[src/rtl/dma_burst_ctrl_pkg.sv]
// dma_burst_ctrl_pkg: shared state encoding, AXI 4 KB page constant and default burst-length field width
package dma_burst_ctrl_pkg;
    typedef enum logic [2:0] {IDLE, CALC, WAIT, XFER, DONE} state_t;
    localparam int PAGE_BYTES = 4096;
    localparam int AXI_LEN_W_DFLT = 8;
endpackage

[src/rtl/dma_burst_len.sv]
// dma_burst_len: burst size = min(words_left, MAX_BURST[, words to next 4 KB page]); page term enabled by DMA_BURST_CTRL_4K_EN
module dma_burst_len
    import dma_burst_ctrl_pkg::*;
#(
    parameter int AXI_ADDR_W = 32,
    parameter int AXI_LEN_W  = AXI_LEN_W_DFLT,
    parameter int MAX_BURST  = 256,
    parameter int CNT_W      = 16,
    parameter int BPW        = 4
) (
    input  logic [CNT_W-1:0]      words_left,
    input  logic [AXI_ADDR_W-1:0] addr,
    output logic [AXI_LEN_W:0]    burst
);
    localparam int BW = AXI_LEN_W + 1;
    localparam int WW = ((CNT_W > BW) ? CNT_W : BW) + 14;
    logic [WW-1:0] capped;
    logic          unused_addr;
    assign unused_addr = ^addr;
    assign capped = (WW'(words_left) < WW'(MAX_BURST)) ? WW'(words_left) : WW'(MAX_BURST);
`ifdef DMA_BURST_CTRL_4K_EN
    // Words remaining before the next 4 KB page; 13 bits so a page-aligned address yields the full page.
    logic [12:0] to_4k;
    assign to_4k = (13'(PAGE_BYTES) - {1'b0, addr[11:0]}) / 13'(BPW);
    assign burst = (WW'(to_4k) < capped) ? BW'(to_4k) : BW'(capped);
`else
    assign burst = BW'(capped);
`endif
endmodule

[src/rtl/dma_burst_ctrl.sv]
// dma_burst_ctrl: command-driven transfer sequencer splitting transfers into AXI bursts for the DMA engine native port (4 KB rule: DMA_BURST_CTRL_4K_EN)
module dma_burst_ctrl
    import dma_burst_ctrl_pkg::*;
#(
    parameter int DMA_DATA_W = 32,
    parameter int AXI_ADDR_W = 32,
    parameter int AXI_LEN_W  = AXI_LEN_W_DFLT,
    parameter int MAX_BURST  = 256,
    parameter int CNT_W      = 16
) (
    input  logic                    clk,
    input  logic                    rst,
    input  logic                    cmd_valid,
    output logic                    cmd_ready,
    input  logic                    cmd_dir,
    input  logic [AXI_ADDR_W-1:0]   cmd_addr,
    input  logic [CNT_W-1:0]        cmd_nwords,
    input  logic                    s_valid,
    input  logic [DMA_DATA_W-1:0]   s_data,
    output logic                    s_ready,
    output logic                    m_valid,
    output logic [DMA_DATA_W-1:0]   m_data,
    input  logic                    m_ready,
    output logic                    busy,
    output logic                    done,
    output logic                    err,
    output logic                    n_valid,
    output logic [AXI_ADDR_W-1:0]   n_address,
    output logic [DMA_DATA_W-1:0]   n_wdata,
    output logic [DMA_DATA_W/8-1:0] n_wstrb,
    input  logic [DMA_DATA_W-1:0]   n_rdata,
    input  logic                    n_ready,
    output logic [AXI_LEN_W-1:0]    n_dma_len,
    input  logic                    n_dma_ready,
    input  logic                    n_error
);
    localparam int BPW = DMA_DATA_W / 8;
    localparam int BW  = AXI_LEN_W + 1;

    state_t           state;
    logic             dir;
    logic [CNT_W-1:0] words_left;
    logic [BW-1:0]    beats;
    logic [BW-1:0]    burst;
    logic             xfer;
    logic             beat;

    dma_burst_len #(
        .AXI_ADDR_W (AXI_ADDR_W),
        .AXI_LEN_W  (AXI_LEN_W),
        .MAX_BURST  (MAX_BURST),
        .CNT_W      (CNT_W),
        .BPW        (BPW)
    ) u_len (
        .words_left (words_left),
        .addr       (n_address),
        .burst      (burst)
    );

    assign xfer      = (state == XFER);
    assign cmd_ready = (state == IDLE);
    assign busy      = (state != IDLE);
    // Reads only issue a beat when the output register can take it, so no beat is ever dropped.
    assign n_valid   = xfer & (dir ? s_valid : (~m_valid | m_ready));
    assign beat      = n_valid & n_ready;
    assign s_ready   = xfer & dir & n_ready;
    assign n_wdata   = (xfer & dir) ? s_data : '0;
    assign n_wstrb   = dir ? '1 : '0;

    // Sequencer: command latch, burst sizing, beat counting, error capture and done pulse.
    always_ff @(posedge clk or posedge rst) begin
        if (rst) begin
            state      <= IDLE;
            dir        <= 1'b0;
            n_address  <= '0;
            words_left <= '0;
            beats      <= '0;
            n_dma_len  <= '0;
            done       <= 1'b0;
            err        <= 1'b0;
        end else begin
            done <= 1'b0;
            if (state != IDLE && n_error) err <= 1'b1;
            case (state)
                IDLE: if (cmd_valid) begin
                    dir        <= cmd_dir;
                    n_address  <= cmd_addr;
                    words_left <= cmd_nwords;
                    err        <= 1'b0;
                    state      <= (cmd_nwords == '0) ? DONE : CALC;
                end
                CALC: begin
                    n_dma_len <= AXI_LEN_W'(burst - BW'(1));
                    beats     <= burst;
                    state     <= WAIT;
                end
                WAIT: if (n_dma_ready) state <= XFER;
                XFER: if (beat) begin
                    n_address  <= n_address + AXI_ADDR_W'(BPW);
                    words_left <= words_left - CNT_W'(1);
                    beats      <= beats - BW'(1);
                    // A burst always finishes; an error only suppresses the bursts after it.
                    if (beats == BW'(1))
                        state <= (words_left == CNT_W'(1) || err || n_error) ? DONE : CALC;
                end
                DONE: if (n_dma_ready) begin
                    done  <= 1'b1;
                    state <= IDLE;
                end
                default: state <= IDLE;
            endcase
        end
    end

    // One-entry read output register: captures each read beat, empties when the consumer takes it.
    always_ff @(posedge clk or posedge rst) begin
        if (rst) begin
            m_valid <= 1'b0;
            m_data  <= '0;
        end else if (beat && !dir) begin
            m_valid <= 1'b1;
            m_data  <= n_rdata;
        end else if (m_ready) begin
            m_valid <= 1'b0;
        end
    end
endmodule
[config.mk]
export PLATFORM = sky130hd
export DESIGN_NAME = dma_burst_ctrl
export DESIGN_NICKNAME = d
export VERILOG_FILES = /design/src/rtl/dma_burst_ctrl_pkg.sv /design/src/rtl/dma_burst_len.sv /design/src/rtl/dma_burst_ctrl.sv
export SDC_FILE = /design/constraint.sdc
export NUM_CORES = 1
export LEC_CHECK = 0
export CELL_PAD_IN_SITES_DETAIL_PLACEMENT = 1
export CELL_PAD_IN_SITES_GLOBAL_PLACEMENT = 2
export CORE_ASPECT_RATIO = 1.2
export CORE_MARGIN = 10
export CORE_UTILIZATION = 25
export DETAILED_ROUTE_END_ITERATION = 8
export GPL_TIMING_DRIVEN = 0
export PLACE_DENSITY = 0.8
export SETUP_SLACK_MARGIN = 0.02
export SLEW_MARGIN = 25
export SYNTH_ARGS = -nofsm -noshare
export SYNTH_HDL_FRONTEND = slang
export SYNTH_SLANG_ARGS = --single-unit
[constraint.sdc]
create_clock -name clk -period 4.5 [get_ports clk]
set_input_delay 0.9 -clock clk [delete_from_list [all_inputs] [get_ports clk]]
set_output_delay 0.9 -clock clk [all_outputs]
set_load 0.02 [all_outputs]
==> implementation parameters, run 1 <==
Parameter                              Value

STA
  Final setup viols    0
  Slew @ Worst Pin    between 800 and 900 ps
  Max-slew violation count    0
  Hold violation count in the final report    0
  Achievable clock frequency    approximately 250 MHz
  Final critical path time including I/O delays and setup    a little under 4000 ps
  Slew Limit Headroom    between 40 and 50%
  Hold WS    ~470 ps
  Maximum clock skew at final layout    12.6 ps
  Post-route clock period utilization    about nine tenths
  RSZ-0062 raised after global routing    no

Final layout
  Number of nets in the finished design    between 1000 and 1500
  Number of filler cells placed in the layout    between 2000 and 3000
  Area added between synthesis and finish    51.7%
  Commonest non-fill, non-tap cells in the layout    235 x sky130_fd_sc_hd__clkdlybuf4s50_1, 104 x sky130_fd_sc_hd__dfrtp_1, 65 x sky130_fd_sc_hd__a21oi_1, 58 x sky130_fd_sc_hd__nor2_1, 54 x sky130_fd_sc_hd__o21ai_0
  Most common cell after layout, fill and taps aside    sky130_fd_sc_hd__clkdlybuf4s50_1
  Number of diodes    0
  Share of final-layout standard cells stronger than drive strength 1    approximately a tenth
  Utilization after layout    between 30% and 40%

Synthesis
  Number of enable flip-flop cells after synthesis    0
  Nets in the synthesized netlist    789
  YS warnings    0
  Share of flip-flops with an asynchronous set or reset    100%
  Primary flip-flop cell chosen by synthesis mapping    sky130_fd_sc_hd__dfrtp_1
  Post-synthesis share of cell area spent on xor and xnor gates    less than 1%
  Portion of the post-synthesis area used by sequential elements    43.6%
  Flops & latches, synth    roughly 100
  Synthesized cell area    slightly below 6000 sq um
  Count of cell types in the netlist    71
  Compound-gate portion of the synthesized area    around 20%
  Mux contribution to synthesized area    6.71%
  Largest family of logic cells by synthesized area    simple AND/OR/NAND/NOR gates
  Synth Area in Adders    1.26%
  Simple-gate area share of the yosys netlist    between 20 and 25%
  Avg Cell Area, Syn    about 9.0 sq um
  Post-synthesis instance total    about 660

Setup path
  Sort of element at the end of the critical path    output pin
  CP dominant cell by count    sky130_fd_sc_hd__buf_2
  CP Class    flip-flop to output pin
  FF-to-FF path depth    10
  Cell-by-cell trace of the critical path    and3b_1 > buf_2 > buf_2 > clkbuf_1 > and3_1 > clkdlybuf4s50_1
  Minimum setup slack among reg-to-reg paths    between 1500 and 2000 ps
  Worst endpoint required time    approximately 3600 ps
  Master of the slowest instance on the critical path    sky130_fd_sc_hd__clkdlybuf4s50_1
  Reg2Reg Capture Point    n_dma_len[4]$_DFFE_PP0P_
  Critical Path Start Type    flip-flop
  Startpoint of the lowest-slack register-to-register path    words_left[13]$_DFFE_PP0P_
  Critical Path Fanout Max    10
  Critical path data arrival time    3060 ps
  Slowest cell delay on critical path    about 640 ps

Power and ir drop
  Worst VDD drop    about 300 uV
  Internal power    3310 uW
  Net switching component of the power    2910 uW
  Reg power frac    28.7%
  Leak    roughly 0.0036 uW
  Power density over the cells    688 nW/um^2
  Share of power burned in combinational logic    roughly 58%
  Clock share of power    between 10% and 20%
  Switching share of power    between 40% and 50%

Floorplan
  Floorplan die area    30500 sq um
  Initial core utilization    between 20 and 30%
  Chip Width    roughly 160 microns
  Height of the die    between 150 and 200 microns
  Ports    about 240
  Core outline area    23400 sq um
  Cell row count    a little over 60

Global route
  First-pass GRT wire length    ~42000 microns
  Largest net degree at the start of global routing    59
  Number of antenna violations at the first check in global routing    0
  Total congestion overflow    0
  Vias in the first global route    ~6700
  Total Routing Usage GR    between 10% and 20%

Drt
  Number of design rule violations left after detail routing    0
  Routed wire length    27600 microns
  Post-DR vias/cell    approximately 5.2
  Detailed-route wire length on metal 1    around 12000 microns
  Routed len/inst    ~22 microns
  Detailed-route via count    approximately 6400
  Post-route antenna net violation count    0
  Drt first pass iters    5
  Top metal layer carrying routed signals    met4
  Iteration-0 DRC count of the detailed router    432
  Sum of met2 wire segment lengths after detailed routing    about 13000 microns
  DR WL met3    about 1700 microns

Place
  Half-perimeter wire length of the detailed placement result    about 21000 microns
  Port bufs    235
  Gpl congestion    approximately 0.8

Worst hold path
  Classification of the worst-slack hold path    flip-flop to flip-flop
  Cell count of the worst hold path    2
  End point of the worst hold path    n_address[1]$_DFFE_PP0P_
  Min-delay src    n_address[1]$_DFFE_PP0P_

Clock network
  Number of clock buffers inserted by TritonCTS    9
  Hold-fix buffer count after cts    0
  Later-pin clock latency in the skew report    approximately 370 ps
  Master cell of the clock root buffer    sky130_fd_sc_hd__clkbuf_16
  Maximum clock insertion buffer count    2
  Cells resized by post-CTS repair    0
  Number of clock sinks seen by CTS    about 100
  Clock tree from TritonCTS    yes
  Number of buffers inserted by post-CTS setup repair    0
  Clock edge transition at the registers on the reported setup and hold paths    roughly 70 ps
  Maximum level of the CTS H-tree    3

Outcome
  Status    completed

Job
  Max-cap violations    0
==> layout make-up <==
type                            instances  area [sq um]  share of cell area [%]
Multi-Input combinational cell        493          3040                    33.6
Sequential cell                       104          2600                    28.8
Clock buffer                            9           225                    2.49
Inverter                               10          42.5                   0.470
Buffer                                 55           283                    3.13
Tap cell                              315           394                    4.36
Timing Repair Buffer                  236          2380                    26.3
Clock inverter                          7          77.6                   0.858
==> cell usage after synthesis (2+ instances only) <==
cell,number,share of area (%)
sky130_fd_sc_hd__a41oi_1,4,0.59
sky130_fd_sc_hd__o21ai_0,54,4.5
sky130_fd_sc_hd__inv_1,9,0.57
sky130_fd_sc_hd__nand4_1,16,1.7
sky130_fd_sc_hd__o31ai_1,3,0.38
sky130_fd_sc_hd__a31oi_1,14,1.5
sky130_fd_sc_hd__o21a_1,3,0.38
sky130_fd_sc_hd__nand3_1,20,1.7
sky130_fd_sc_hd__dfrtp_1,104,44
sky130_fd_sc_hd__buf_2,21,1.8
sky130_fd_sc_hd__nor4_1,9,0.94
sky130_fd_sc_hd__o22ai_1,15,1.6
sky130_fd_sc_hd__a2bb2oi_1,2,0.29
sky130_fd_sc_hd__a211oi_1,2,0.25
sky130_fd_sc_hd__a21oi_1,65,5.5
sky130_fd_sc_hd__a41o_1,2,0.34
sky130_fd_sc_hd__mux2_2,29,5.5
sky130_fd_sc_hd__nand2b_1,3,0.31
sky130_fd_sc_hd__nor3_1,12,1.0
sky130_fd_sc_hd__or4_1,4,0.50
sky130_fd_sc_hd__o2bb2ai_1,4,0.59
sky130_fd_sc_hd__ha_1,6,1.3
sky130_fd_sc_hd__a22oi_1,3,0.38
sky130_fd_sc_hd__a32oi_1,6,0.88
sky130_fd_sc_hd__or3_1,4,0.42
sky130_fd_sc_hd__buf_1,4,0.25
sky130_fd_sc_hd__clkbuf_1,21,1.3
sky130_fd_sc_hd__o21ai_1,3,0.25
sky130_fd_sc_hd__xor2_1,3,0.44
sky130_fd_sc_hd__nor3b_1,4,0.50
sky130_fd_sc_hd__nand2_1,50,3.1
sky130_fd_sc_hd__nor2b_1,2,0.21
sky130_fd_sc_hd__and2_1,4,0.42
sky130_fd_sc_hd__a31o_2,2,0.29
sky130_fd_sc_hd__and3_1,41,4.3
sky130_fd_sc_hd__and4_1,6,0.88
sky130_fd_sc_hd__o22a_1,3,0.44
sky130_fd_sc_hd__nor2_1,58,3.7
sky130_fd_sc_hd__buf_4,7,0.88
sky130_fd_sc_hd__nand2_2,2,0.21
sky130_fd_sc_hd__nor4b_1,2,0.29
sky130_fd_sc_hd__a21o_1,2,0.25
sky130_fd_sc_hd__mux2i_1,4,0.67
sky130_fd_sc_hd__mux2_1,3,0.57
==> power by group through the flow <==
| stage | combinational, uW | clock, uW | sequential (uW) |
|---|---|---|---|
| floorplan | 1670 | 0 | 2080 |
| CTS | 3640 | 865 | 1790 |
| global placement | 3580 | 0 | 1780 |
| detailed placement | 3620 | 0 | 1810 |
| global route | 3900 | 900 | 1870 |
| finish | 3590 | 843 | 1790 |
==> critical path, delay by kind of cell, from the launching register on <==
family | cells | cell delay [ps]
flops | 1 | 390
simple gates | 2 | 540
buf+inv | 4 | 1770
==> stage by stage <==
step / setup TNS [ps] / instances / power (uW) / cell area [sq um] / setup slack (ps)
floorplan: 0 / 662 / 3750 / 5960 / 868
detailed placement: 0 / 1213 / 5430 / 8740 / 872
CTS: 0 / 1229 / 6290 / 9050 / 439
global placement: -124550 / 1212 / 5370 / 8710 / -1210
global route: 0 / 1229 / 6670 / 9050 / 373
finish: 0 / 1229 / 6220 / 9050 / 539
==> routing by layer <==
layer  up-vias  GRT usage (%)
met5         -              0
met4         0           5.68
met3        23           3.78
met2       242           29.8
met1      3141           21.7
li1       2958              -
==> cell families (layout without fill, tap and decap cells) <==
group	Yosys count	after routing
XOR/XNOR	4	4
multiplexers	36	36
AND/OR/NAND/NOR	249	249
adder cells (fa/ha/maj)	6	6
buffers and inverters	65	317
AO/OA/AOI/OAI	198	198
flip-flops	104	104
==> sequential cells by signal, summed over array words and instances (netlist names) <==
signal / count
err: 1
m_data: 32
done: 1
beats: 9
n_address: 32
state: 3
words_left: 16
n_dma_len: 8
m_valid: 1
dir: 1
==> how the worst max path moves through the flow <==
stage | from | depth (start not counted) | endpoint | slack (ps)
after floorplan | rst | 1 | beats[0]$_DFFE_PP0P_ | 870
after global routing | state[2]$_DFFE_PP0P_ | 6 | n_valid | 370
after CTS | state[2]$_DFFE_PP0P_ | 6 | n_valid | 440
after detailed placement | state[2]$_DFFE_PP0P_ | 6 | n_valid | 870
final | state[2]$_DFFE_PP0P_ | 6 | n_valid | 540
after global placement | rst | 2 | n_address[15]$_DFFE_PP0P_ | -1210
No activity file was read; power rests on OpenSTA's default activity.
==> run 2: changes to the inputs <==
- CORE_MARGIN: 10 -> 2
==> run 2 against run 1 <==
Compared with the run above: clock power is 8.1% higher; count of clock-buffer cells in the layout grew 5; first-iteration DRC count down 29%; design area grew 0.35%; total power is 1.0% higher; combinational power is essentially flat; worst hold slack got worse by 7.4 ps; fmax rose by 0.80%; sequential power hardly changed; utilization rose by 0.26 points; global-route usage is 2.9 points higher.
==> implementation parameters, run 2 (same netlist as run 1, synthesis figures left out) <==
Parameter                              Value

Setup path
  Critical Path Start Type    flip-flop
  CP dominant cell by count    sky130_fd_sc_hd__buf_2
  Critical path data arrival time    3030 ps (-30 ps)
  CP startpoint    state[2]$_DFFE_PP0P_
  Startpoint of the lowest-slack register-to-register path    words_left[13]$_DFFE_PP0P_
  Master of the slowest instance on the critical path    sky130_fd_sc_hd__clkdlybuf4s50_1
  Sort of element at the end of the critical path    output pin
  CP Class    flip-flop to output pin
  Slowest cell delay on critical path    630 ps (about the same)
  Critical Path Fanout Max    10 (unchanged)
  Cell-by-cell trace of the critical path    and3b_1 > buf_2 > buf_2 > clkbuf_1 > and3_1 > clkdlybuf4s50_1
  Worst endpoint required time    3600 ps (about the same)

Clock network
  Hold-fix buffer count after cts    0 (unchanged)
  Number of buffers inserted by post-CTS setup repair    0 (unchanged)
  Clock edge transition at the registers on the reported setup and hold paths    70 ps (about the same)
  Number of clock buffers inserted by TritonCTS    9 (unchanged)
  Maximum level of the CTS H-tree    3 (unchanged)
  Later-pin clock latency in the skew report    360 ps (about the same)
  Maximum clock insertion buffer count    2 (unchanged)
  Number of clock sinks seen by CTS    104 (unchanged)
  Master cell of the clock root buffer    sky130_fd_sc_hd__clkbuf_16
  Clock tree from TritonCTS    yes
  Cells resized by post-CTS repair    0 (unchanged)

Global route
  Vias in the first global route    6454 (-3.4%)
  Number of antenna violations at the first check in global routing    0 (unchanged)
  Largest net degree at the start of global routing    67 (+14%)
  Total Routing Usage GR    20.5% (+2.9 points)
  First-pass GRT wire length    40000 microns (-5.2%)
  Total congestion overflow    0 (unchanged)

Floorplan
  Core outline area    23300 sq um (-0.33%)
  Height of the die    173 microns (-8.5%)
  Initial core utilization    25.6% (+0.084 points)
  Cell row count    61 (unchanged)
  Floorplan die area    25100 sq um (-18%)
  Ports    236 (unchanged)
  Chip Width    145 microns (-9.9%)

Final layout
  Number of nets in the finished design    1036 (unchanged)
  Final Cell Area    9080 sq um (+0.35%)
  Number of diodes    0 (unchanged)
  Area added between synthesis and finish    52.2%
  Commonest non-fill, non-tap cells in the layout    235 x sky130_fd_sc_hd__clkdlybuf4s50_1, 104 x sky130_fd_sc_hd__dfrtp_1, 65 x sky130_fd_sc_hd__a21oi_1, 58 x sky130_fd_sc_hd__nor2_1, 54 x sky130_fd_sc_hd__o21ai_0
  Most common cell after layout, fill and taps aside    sky130_fd_sc_hd__clkdlybuf4s50_1
  Share of final-layout standard cells stronger than drive strength 1    9.96% (-0.22 points)
  Utilization after layout    39.0% (+0.26 points)
  Number of filler cells placed in the layout    2717 (-1.5%)
  Largest registers ranked by flip-flop count    m_data (32), n_address (32), words_left (16)

Place
  Port bufs    235 (unchanged)
  Cell area after placement    8740 sq um (unchanged)
  Half-perimeter wire length of the detailed placement result    19600 microns (-7.9%)
  Gpl congestion    0.821 (+1.2%)
  Worst slack, placed    885 ps (+12.8 ps)

Drt
  Post-DR vias/cell    5.19 (+0.17%)
  Detailed-route via count    6375 (+0.17%)
  Routed len/inst    21.2 microns (-5.3%)
  Drt first pass iters    5 (unchanged)
  Iteration-0 DRC count of the detailed router    306 (-29%)
  Post-route antenna net violation count    0 (unchanged)
  Number of design rule violations left after detail routing    0 (unchanged)
  Routed wire length    26100 microns (-5.3%)

STA
  Post-route clock period utilization    87.3% (-0.70 points)
  Slew @ Worst Pin    797 ps (-46.9 ps)
  Smallest setup slack after layout    571 ps (+31.5 ps)
  Max-slew violation count    0 (unchanged)
  Maximum clock skew at final layout    11.8 ps (-0.818 ps)
  Hold WS    468 ps (-7.37 ps)
  Slew Limit Headroom    46.9% (+3.1 points)
  Final critical path time including I/O delays and setup    3930 ps (-31.5 ps)
  Achievable clock frequency    254 MHz (+0.80%)
  RSZ-0062 raised after global routing    no
  Hold violation count in the final report    0 (unchanged)
  Final setup viols    0 (unchanged)

Power and ir drop
  Leak    0.00363 uW (+0.45%)
  Final total power    6290 uW (+1.0%)
  Power density over the cells    692 nW/um^2 (+0.67%)
  Worst VDD drop    306 uV (+3.8%)

Outcome
  Status    completed

Worst hold path
  Classification of the worst-slack hold path    flip-flop to flip-flop
  Min-delay src    n_address[1]$_DFFE_PP0P_

Job
  Max-cap violations    0 (unchanged)
-- run 2: changes by cell type in the layout (fill, tap and decap cells not counted) --
cell	change
sky130_fd_sc_hd__bufinv_16	+1
sky130_fd_sc_hd__clkbuf_1	+2
sky130_fd_sc_hd__clkbuf_8	+3
sky130_fd_sc_hd__clkinv_2	-1
sky130_fd_sc_hd__clkinv_4	-1
sky130_fd_sc_hd__clkinvlp_4	-1
sky130_fd_sc_hd__inv_6	-3
-- run 2: routing by layer --
layer / wire (microns) / up-vias / global-route usage (%) / part of all wire [%]
met3: 1240 / 27 / 3.17 / 4.8
met1: 11300 / 3190 / 25.7 / 43
met2: 13100 / 217 / 36.4 / 50
li1: - / 2941 / - / -
met5: 0 / - / 0 / 0
met4: 422 / 0 / 5.73 / 1.6
-- run 2: area by class of cell --
cell class | instances | area, sq um | share of cell area (%)
buffer | 55 | 283 | 3.12
clock buffer | 14 | 274 | 3.02
clock inverter | 2 | 60.1 | 0.662
inverter | 10 | 42.5 | 0.469
multi-input combinational | 493 | 3040 | 33.5
sequential | 104 | 2600 | 28.7
tap | 315 | 394 | 4.34
timing repair buffer | 236 | 2380 | 26.2
-- run 2: path summary, 6_finish.rpt --
kind                                       endpoint  slack, ps  cells after the start
min                        n_address[1]$_DFFE_PP0P_        470                      2
min reg2reg                n_address[1]$_DFFE_PP0P_        470                      2
min in group asynchronous     m_data[8]$_DFFE_PP0P_        950                      2
max in group asynchronous  n_address[9]$_DFFE_PP0P_       2870                      3
max reg2reg                n_dma_len[4]$_DFFE_PP0P_       1980                     10
max                                         n_valid        570                      6
-- run 2: through the flow --
| step | TNS, ps | cells |
|---|---|---|
| 4_1_cts | 0 | 1229 |
| 2_1_floorplan | 0 | 662 |
| 6_report | 0 | 1229 |
| 3_5_place_dp | 0 | 1213 |
| 5_1_grt | 0 | 1229 |
| 3_3_place_gp | -114390 | 1212 |
-- run 2: worst max-delay path, delay by kind of cell, from the launching register on --
kind	cells	cell delay (ps)
buf+inv	4	1760
flops	1	370
simple gates	2	530
-- run 2: where the power goes --
group / total [uW] / switching, uW / internal, uW / leakage (uW)
Clock: 911 / 376 / 535 / 0.000163
Sequential: 1800 / 429 / 1370 / 0.00123
Combinational: 3580 / 2070 / 1500 / 0.00223
Total: 6290 / 2880 / 3410 / 0.00363
